### src/rtl/gfx_pattern_writer.sv
// gfx_pattern_writer
//   Pixel-stream source for the gfx framebuffer write port. Emits {x, y, color}
//   writes under a valid/ready handshake in LINEAR, STRIDE, RANDOM or SOLID mode,
//   for a programmed number of frames or continuously until stopped.
//
//   Build option: define GFX_PATTERN_RANDOM_EN to include the RANDOM mode
//   (32-bit Galois LFSR plus SEEK state). Without it, mode 2 runs as LINEAR.
//
// Ports
//   clk_i          system clock
//   reset_n_i      asynchronous active-low reset
//   start_i        1-cycle pulse, latches mode/stride/frames/fill_color in IDLE
//   stop_i         abort; taken at the next handshake, or at once if not valid
//   mode_i         0 LINEAR, 1 STRIDE, 2 RANDOM, 3 SOLID
//   stride_i       x step for STRIDE (0 behaves as 1)
//   frames_i       frames to emit, 0 = run until stop
//   fill_color_i   color used in SOLID
//   gfx_x_o        pixel x
//   gfx_y_o        pixel y
//   gfx_color_o    pixel color
//   gfx_valid_o    payload valid
//   gfx_ready_i    sink accepts payload
//   busy_o         high outside IDLE
//   done_o         1-cycle pulse on completion or abort
//   frame_cnt_o    frames completed since start (wraps at 256)
//
// state | meaning
// IDLE  | waiting for start
// LOAD  | clear position and frame count
// EMIT  | payload valid, advance on handshake
// SEEK  | RANDOM only: step LFSR until an in-range coordinate appears
module gfx_pattern_writer #(
  parameter int          H_VISIBLE  = 640,
  parameter int          V_VISIBLE  = 480,
  parameter int          PIXEL_BITS = 12,
  parameter int          FB_X_BITS  = $clog2(H_VISIBLE),
  parameter int          FB_Y_BITS  = $clog2(V_VISIBLE),
  parameter logic [31:0] LFSR_SEED  = 32'hACE1_1234
) (
  input  logic                  clk_i,
  input  logic                  reset_n_i,
  input  logic                  start_i,
  input  logic                  stop_i,
  input  logic [1:0]            mode_i,
  input  logic [FB_X_BITS-1:0]  stride_i,
  input  logic [7:0]            frames_i,
  input  logic [PIXEL_BITS-1:0] fill_color_i,
  output logic [FB_X_BITS-1:0]  gfx_x_o,
  output logic [FB_Y_BITS-1:0]  gfx_y_o,
  output logic [PIXEL_BITS-1:0] gfx_color_o,
  output logic                  gfx_valid_o,
  input  logic                  gfx_ready_i,
  output logic                  busy_o,
  output logic                  done_o,
  output logic [7:0]            frame_cnt_o
);

  if (LFSR_SEED == 32'h0) begin : g_bad_seed
    $error("gfx_pattern_writer: LFSR_SEED must be nonzero");
  end

`ifdef GFX_PATTERN_RANDOM_EN
  if (FB_X_BITS + FB_Y_BITS > 32) begin : g_bad_width
    $error("gfx_pattern_writer: FB_X_BITS + FB_Y_BITS must not exceed 32");
  end

  localparam logic [31:0] LFSR_TAPS = 32'h8020_0003;
  localparam int          PIX_W     = $clog2(H_VISIBLE * V_VISIBLE);
  localparam logic [PIX_W-1:0] PIX_LAST = PIX_W'(H_VISIBLE * V_VISIBLE - 1);

  typedef enum logic [1:0] {
    S_IDLE = 2'd0,
    S_LOAD = 2'd1,
    S_EMIT = 2'd2,
    S_SEEK = 2'd3
  } state_t;
`else
  typedef enum logic [1:0] {
    S_IDLE = 2'd0,
    S_LOAD = 2'd1,
    S_EMIT = 2'd2
  } state_t;
`endif

  state_t                state_q, state_d;
  logic [1:0]            mode_q, mode_d;
  logic [FB_X_BITS-1:0]  stride_q, stride_d;
  logic [7:0]            frames_q, frames_d;
  logic [PIXEL_BITS-1:0] fill_q, fill_d;
  logic [FB_X_BITS-1:0]  x_q, x_d;
  logic [FB_Y_BITS-1:0]  y_q, y_d;
  logic [7:0]            frame_cnt_q, frame_cnt_d;
  logic                  done_q, done_d;

  logic                  is_stride;
  logic                  is_solid;
  logic [FB_X_BITS-1:0]  stride_eff;
  logic [FB_X_BITS:0]    x_sum;
  logic [FB_X_BITS-1:0]  x_adv;
  logic [FB_Y_BITS-1:0]  y_adv;
  logic                  row_end;
  logic                  frame_end;
  logic                  last_frame;
  logic [PIXEL_BITS-1:0] raster_color;

`ifdef GFX_PATTERN_RANDOM_EN
  logic                  is_random;
  logic [31:0]           lfsr_q, lfsr_d, lfsr_step;
  logic [PIX_W-1:0]      pix_q, pix_d;
  logic [FB_X_BITS-1:0]  cand_x;
  logic [FB_Y_BITS-1:0]  cand_y;
  logic                  cand_ok;

  assign is_random = (mode_q == 2'd2);
  assign lfsr_step = lfsr_q[0] ? ({1'b0, lfsr_q[31:1]} ^ LFSR_TAPS)
                               : {1'b0, lfsr_q[31:1]};
  assign cand_x    = lfsr_q[FB_X_BITS-1:0];
  assign cand_y    = lfsr_q[FB_X_BITS +: FB_Y_BITS];
  assign cand_ok   = ({1'b0, cand_x} < (FB_X_BITS+1)'(H_VISIBLE)) &&
                     ({1'b0, cand_y} < (FB_Y_BITS+1)'(V_VISIBLE));
`endif

  assign is_stride  = (mode_q == 2'd1);
  assign is_solid   = (mode_q == 2'd3);
  assign stride_eff = (stride_q == '0) ? FB_X_BITS'(1) : stride_q;
  // One extra bit so a step past the right edge is seen rather than wrapped.
  assign x_sum      = {1'b0, x_q} + {1'b0, stride_eff};
  assign last_frame = (frames_q != 8'd0) && ((frame_cnt_q + 8'd1) == frames_q);
  assign raster_color = PIXEL_BITS'(PIXEL_BITS'(y_q) * PIXEL_BITS'(H_VISIBLE)
                                    + PIXEL_BITS'(x_q));

  // Position after the current payload is accepted.
  always_comb begin
    x_adv     = x_q;
    y_adv     = y_q;
    row_end   = 1'b0;
    frame_end = 1'b0;
    if (is_stride) begin
      if (x_sum >= (FB_X_BITS+1)'(H_VISIBLE)) row_end = 1'b1;
      else                                   x_adv   = x_sum[FB_X_BITS-1:0];
    end else begin
      if (x_q == FB_X_BITS'(H_VISIBLE - 1)) row_end = 1'b1;
      else                                  x_adv   = x_q + 1'b1;
    end
    if (row_end) begin
      x_adv = '0;
      if (y_q == FB_Y_BITS'(V_VISIBLE - 1)) begin
        y_adv     = '0;
        frame_end = 1'b1;
      end else begin
        y_adv = y_q + 1'b1;
      end
    end
`ifdef GFX_PATTERN_RANDOM_EN
    // Random frames are counted in accepted pixels, not raster position.
    if (is_random) begin
      x_adv     = x_q;
      y_adv     = y_q;
      frame_end = (pix_q == PIX_LAST);
    end
`endif
  end

  // State register and datapath registers.
  always_ff @(posedge clk_i or negedge reset_n_i) begin
    if (!reset_n_i) begin
      state_q     <= S_IDLE;
      mode_q      <= 2'd0;
      stride_q    <= '0;
      frames_q    <= 8'd0;
      fill_q      <= '0;
      x_q         <= '0;
      y_q         <= '0;
      frame_cnt_q <= 8'd0;
      done_q      <= 1'b0;
`ifdef GFX_PATTERN_RANDOM_EN
      lfsr_q      <= LFSR_SEED;
      pix_q       <= '0;
`endif
    end else begin
      state_q     <= state_d;
      mode_q      <= mode_d;
      stride_q    <= stride_d;
      frames_q    <= frames_d;
      fill_q      <= fill_d;
      x_q         <= x_d;
      y_q         <= y_d;
      frame_cnt_q <= frame_cnt_d;
      done_q      <= done_d;
`ifdef GFX_PATTERN_RANDOM_EN
      lfsr_q      <= lfsr_d;
      pix_q       <= pix_d;
`endif
    end
  end

  // Next-state logic.
  always_comb begin
    state_d     = state_q;
    mode_d      = mode_q;
    stride_d    = stride_q;
    frames_d    = frames_q;
    fill_d      = fill_q;
    x_d         = x_q;
    y_d         = y_q;
    frame_cnt_d = frame_cnt_q;
    done_d      = 1'b0;
`ifdef GFX_PATTERN_RANDOM_EN
    lfsr_d      = lfsr_q;
    pix_d       = pix_q;
`endif
    case (state_q)
      S_IDLE: begin
        // start wins over a coincident stop; stop has nothing to abort here.
        if (start_i) begin
          mode_d   = mode_i;
          stride_d = stride_i;
          frames_d = frames_i;
          fill_d   = fill_color_i;
          state_d  = S_LOAD;
        end
      end
      S_LOAD: begin
        x_d         = '0;
        y_d         = '0;
        frame_cnt_d = 8'd0;
`ifdef GFX_PATTERN_RANDOM_EN
        pix_d       = '0;
`endif
        if (stop_i) begin
          state_d = S_IDLE;
          done_d  = 1'b1;
        end else begin
`ifdef GFX_PATTERN_RANDOM_EN
          state_d = is_random ? S_SEEK : S_EMIT;
`else
          state_d = S_EMIT;
`endif
        end
      end
      S_EMIT: begin
        if (gfx_ready_i) begin
          x_d = x_adv;
          y_d = y_adv;
`ifdef GFX_PATTERN_RANDOM_EN
          if (is_random) pix_d = frame_end ? '0 : pix_q + 1'b1;
`endif
          if (frame_end) frame_cnt_d = frame_cnt_q + 8'd1;
          if (stop_i || (frame_end && last_frame)) begin
            state_d = S_IDLE;
            done_d  = 1'b1;
          end else begin
`ifdef GFX_PATTERN_RANDOM_EN
            state_d = is_random ? S_SEEK : S_EMIT;
`else
            state_d = S_EMIT;
`endif
          end
        end
      end
`ifdef GFX_PATTERN_RANDOM_EN
      S_SEEK: begin
        lfsr_d = lfsr_step;
        if (stop_i) begin
          state_d = S_IDLE;
          done_d  = 1'b1;
        end else if (cand_ok) begin
          x_d     = cand_x;
          y_d     = cand_y;
          state_d = S_EMIT;
        end
      end
`endif
      default: state_d = S_IDLE;
    endcase
  end

  // Outputs.
  always_comb begin
    gfx_valid_o = (state_q == S_EMIT);
    busy_o      = (state_q != S_IDLE);
    done_o      = done_q;
    gfx_x_o     = x_q;
    gfx_y_o     = y_q;
    gfx_color_o = is_solid ? fill_q : raster_color;
    frame_cnt_o = frame_cnt_q;
  end

endmodule
### config.mk
export PLATFORM = sky130hd
export DESIGN_NAME = gfx_pattern_writer
export DESIGN_NICKNAME = d
export VERILOG_FILES = /design/src/rtl/gfx_pattern_writer.sv
export SDC_FILE = /design/constraint.sdc
export NUM_CORES = 1
export LEC_CHECK = 0
export ABC_AREA = 1
export CAP_MARGIN = 30
export CORE_MARGIN = 8
export CORE_UTILIZATION = 40
export DETAILED_ROUTE_END_ITERATION = 10
export GPL_TIMING_DRIVEN = 0
export HOLD_SLACK_MARGIN = 0.03
export PLACE_DENSITY = 0.63
export SYNTH_ARGS = -nofsm -noshare
export SYNTH_HDL_FRONTEND = slang
export SYNTH_SLANG_ARGS = --single-unit
### constraint.sdc
create_clock -name clk_i -period 7.4 [get_ports clk_i]
set_clock_uncertainty 0.1 [all_clocks]
set_input_delay 1.48 -clock clk_i [delete_from_list [all_inputs] [get_ports clk_i]]
set_output_delay 1.48 -clock clk_i [all_outputs]
set_load 0.1 [all_outputs]
; ---- Yosys cells after proc, flatten, opt, wreduce, memory -nomap -nowiden
; Index checks and enable logic that the tools add are counted.
[classes]
n_addsub = 5
n_mul = 1
order_cmp = 1
n_eq_ne = 13
mux = 29
n_reduce_logical = 13
[ops]
columns = op, n
row1 = two-way mux 10 bit, 6
row2 = two-way mux 9 bit, 3
row3 = case mux 10 bit (2 select lines), 1
row4 = case mux 9 bit (2 select lines), 1
row5 = two-way mux 8 bit, 2
row6 = case mux 8 bit (2 select lines), 1
row7 = adder 12 x 10 -> 12 bit, 1
row8 = two-way mux 12 bit, 1
row9 = adder 10 x 10 -> 11 bit, 1
row10 = greater-or-equal comparator 11 x 10 -> 1 bit (second input constant), 1
row11 = adder 10 x 1 -> 10 bit (second input constant), 1
row12 = equality test 10 bit (second input constant), 1
row13 = logical NOT 10 bit, 1
row14 = adder 9 x 1 -> 9 bit (second input constant), 1
row15 = equality test 9 bit (second input constant), 1
row16 = multiplier 9 x 3 -> 5 bit (second input constant), 1
row17 = adder 8 x 1 -> 8 bit (second input constant), 1
row18 = equality test 8 bit, 1
row19 = two-way mux 1 bit, 8
row20 = two-way mux 2 bit, 4
row21 = inequality test 4 bit (second input constant), 2
row22 = nonzero test 8 bit, 1
row23 = inequality test 2 x 1 -> 1 bit (second input constant), 3
row24 = case mux 2 bit (3 select lines), 1
row25 = 11 further kinds, 17
[word_totals]
register_bits = 62
out_inout_bits = 42

; ---- Depth between registers and ports, before layout
[depth]
word_depth = 12
mapped_depth = 19

; ---- Least setup slack after synthesis
; Ideal clock, no wire load.
[synth_path]
path_type = register to output
startpoint = register y_q[0] (netlist: gfx_y_o[0])
endpoint = output port gfx_color_o[11]
t_arrival_ps = 4362
required_ps = 5820
setup_slack_ps = 1458
stages_incl_launch_ff = 8
n_path_buf = 0
path_cell_list = dfrtp_1 ha_1 inv_1 fa_1 or2_2 a21oi_1 xor2_1 o21ai_0
[synth_between]
elab_chain_cells = 3
[synth_lines]
columns = element, line_no
row1 = "start, declared", 91  ; logic [FB_Y_BITS-1:0] y_q, y_d;
row2 = "start signal, assigned", 187  ; y_q <= y_d;
row3 = multiplier 9 x 3 -> 5 bit, 129  ; assign raster_color = PIXEL_BITS'(PIXEL_BITS'(y_q) * PIXEL_BITS'(H_VISIBLE)
row4 = adder 12 x 10 -> 12 bit, 130  ; + PIXEL_BITS'(x_q));
row5 = two-way mux 12 bit, 285  ; gfx_color_o = is_solid ? fill_q : raster_color;
row6 = "end, declared", 50  ; output logic [PIXEL_BITS-1:0] gfx_color_o,
; Every way passes these cells.

; ---- Worst setup path after layout
; Ends and elaborated chain as after synthesis.

==> metrics.txt <==
outcome finished, final reports clean; count of pins on the block boundary 79; total wirelength of the detailed-routed design 11200 um; Post-Synthesis Cell Area 0.00416 mm^2; final hold violation count 0; number of standard cells in the layout, taps in and fillers out 756; area of the die 0.0139 mm^2; starting density of the core 40.7%; final cell area excluding filler cells 0.00528 mm^2; Die X 118 um; level count of the clock H-tree 3; number of clock buffers inserted by TritonCTS 9; Static Leakage 2.42 nW; Mapped Avg Cell Area 7.88 um^2; Placement Cell Area 0.00511 mm^2; Synthesized Nets 591; share of synthesized flip-flops with an asynchronous set or reset 100%; pin count of the biggest net entering global routing 63; antenna violation net count after detailed routing 0; number of buffers inserted by port buffering 78; most frequent cells in the layout nand2_1, clkdlybuf4s50_1, dfrtp_1, inv_1, nor2_1; PostCTS Resize Cnt 0; total grt overflow 0; # setup viols final 0; Clock Pin Slew Worst Setup and Hold Paths 0.07 ns; Final Net Count 680; crit start category flop; largest driver fanout on the critical path 8; number of instances in the synthesized netlist 528; DR vias 3748; fraction of layout cells with a size suffix above 1 11.6%; clock root cell clkbuf_8; number of enable flip-flop cells after synthesis 0; top post-synthesis cells by area dfrtp_1, nand2_1, ha_1, mux2_2, inv_1; required time of the critical path 5.82 ns; Worst Path Class, Setup reg -> out; antenna cell count 0; number of instances in the placed design 742; Post-CTS Hold Fix Bufs 0; area share of the largest cell type after synthesis 37.3%; setup repair after global routing missed its margin no; cell row count 37; routability cong. 0.836; first-pass GRT wire length 19000 um; worst hold path type reg -> reg; worst endpoint data arrival time 3.39 ns; clock insertion delay at the later pin of the skew report 0.34 ns; ratio of total power to cell area 424 mW/mm^2; Crit. End Element output pin; Chip Height 118 um; f_max 201 MHz; Fin Setup TNS 0 ns; minimum clock period after layout 4.97 ns; vias per cell 4.96; post-DP HPWL 8580 um; first-pass iteration count of the detailed router 4; register bit count reported by yosys 62; Primary FF master, synth dfrtp_1; DRC marker count from the first detailed-route iteration 223; count of unresolved DRC violations after routing 0; worst relative slew slack 33.7%; max-slew violation count 0; Post-CTS Setup Repair Bufs 0; Cell variety after synth 39; mean routed wirelength per cell 14.8 um; worst vdd ir 0.000443 V; maximum count of clock buffers along a single path 2; total global-route track usage 16.7%; commonest non-fill, non-tap cell in the layout nand2_1; most area-hungry cell type in the Yosys netlist dfrtp_1; pin slew with the least headroom to its limit 0.992 ns; total core area 0.0102 mm^2; synthesis-to-layout area growth 27.0%; yosys synthesis warning count 0; number of antenna violations at the first check in global routing 0; sequential-to-total area share from yosys stat 37.3%; part of the cycle the worst path needs 67.1%; number of global-route vias before repair 3804; clock sink count 62; TritonCTS clock tree built; count of maximum capacitance violations 0
## report_power, final
group / internal, mW / total (mW) / switching, mW
clock network: 0.145 / 0.272 / 0.127
registers: 0.453 / 0.549 / 0.0966
logic: 0.427 / 1.42 / 0.993
## cell families (layout without fill, tap and decap cells)
kind of cell,count (synthesis),in the layout,synth area share [%]
adder cells (fa/ha/maj),26,26,8.18
multiplexers,25,25,6.74
buffers and inverters,76,168,7.61
AND/OR/NAND/NOR,253,253,27.0
AO/OA/AOI/OAI,71,71,10.0
flip-flops,62,62,37.3
XOR/XNOR,15,15,3.16
## critical path, cell delays in order, from the launching register on
cell and delay [ns]:
dfrtp_1 0.50, ha_1 0.24, inv_1 0.06, fa_1 0.37, or2_2 0.32, a21oi_1 0.18, xor2_1 0.08, o21ai_0 0.14
clkdlybuf4s50_1 1.15
## registers in the layout, summed over array words and instances, names as in the netlist
signal,count
done_o,1
fill_q,12
frame_cnt_o,8
frames_q,8
gfx_x_o,10
gfx_y_o,9
mode_q,2
state_q,2
stride_q,10
## metal layers
metal  global-route usage, %  wire length [um]
met5                       0                 0
met4                    4.24               106
met3                    4.27               641
met2                    26.9              5220
met1                    21.7              5230
## path summary, 6_finish.rpt
path | startpoint | to | slack (ns) | cells after the start
worst max-delay path | gfx_y_o[0] | gfx_color_o[11] | 2.43 | 8
worst min-delay path | fill_q[4] | fill_q[4] | 0.40 | 1
worst max register to register | stride_q[4] | gfx_x_o[2] | 4.28 | 18
worst min register to register | fill_q[4] | fill_q[4] | 0.40 | 1
max in group asynchronous | reset_n_i | stride_q[4] | 5.51 | 1
min in group asynchronous | reset_n_i | stride_q[2] | 1.13 | 1
## synthesized netlist by cell type (2+ instances only)
master    count
nand3_1      31
nor3_1        2
mux2_2       24
nand4_1      16
ha_1         24
xor2_1        8
or2_1         4
nand2_1     132
clkbuf_1     15
nand2_2       3
dfrtp_1      62
inv_1        51
nand2_4       2
nor2_2        3
inv_2         3
o22ai_1       8
o21ai_0      28
nor4_1        2
nand3b_1      3
a21oi_1      20
fa_1          2
nor2_1       48
a31o_2        2
o21ai_2       9
xnor2_1       7
buf_2         3
or2_2         4
## through the flow
stage	setup WS (ns)	power [mW]	hold slack (ns)	util (%)
detailed placement	2.80	1.98	0.394	49.9
global route	2.24	2.40	0.417	51.6
CTS	2.42	2.26	0.408	51.6
global placement	2.54	1.95	0.391	49.9
floorplan	1.46	1.62	0.380	-
finish	2.43	2.24	0.404	51.6
## final cells by class
cell class | count | area [um^2]
Buffer | 21 | 110
Clock buffer | 13 | 169
Clock inverter | 1 | 5.00
Fill cell | 986 | 4950
Inverter | 55 | 206
Multi-Input combinational cell | 390 | 2290
Sequential cell | 62 | 1550
Tap cell | 136 | 170
Timing Repair Buffer | 78 | 778
No activity file was read; power rests on OpenSTA's default activity.
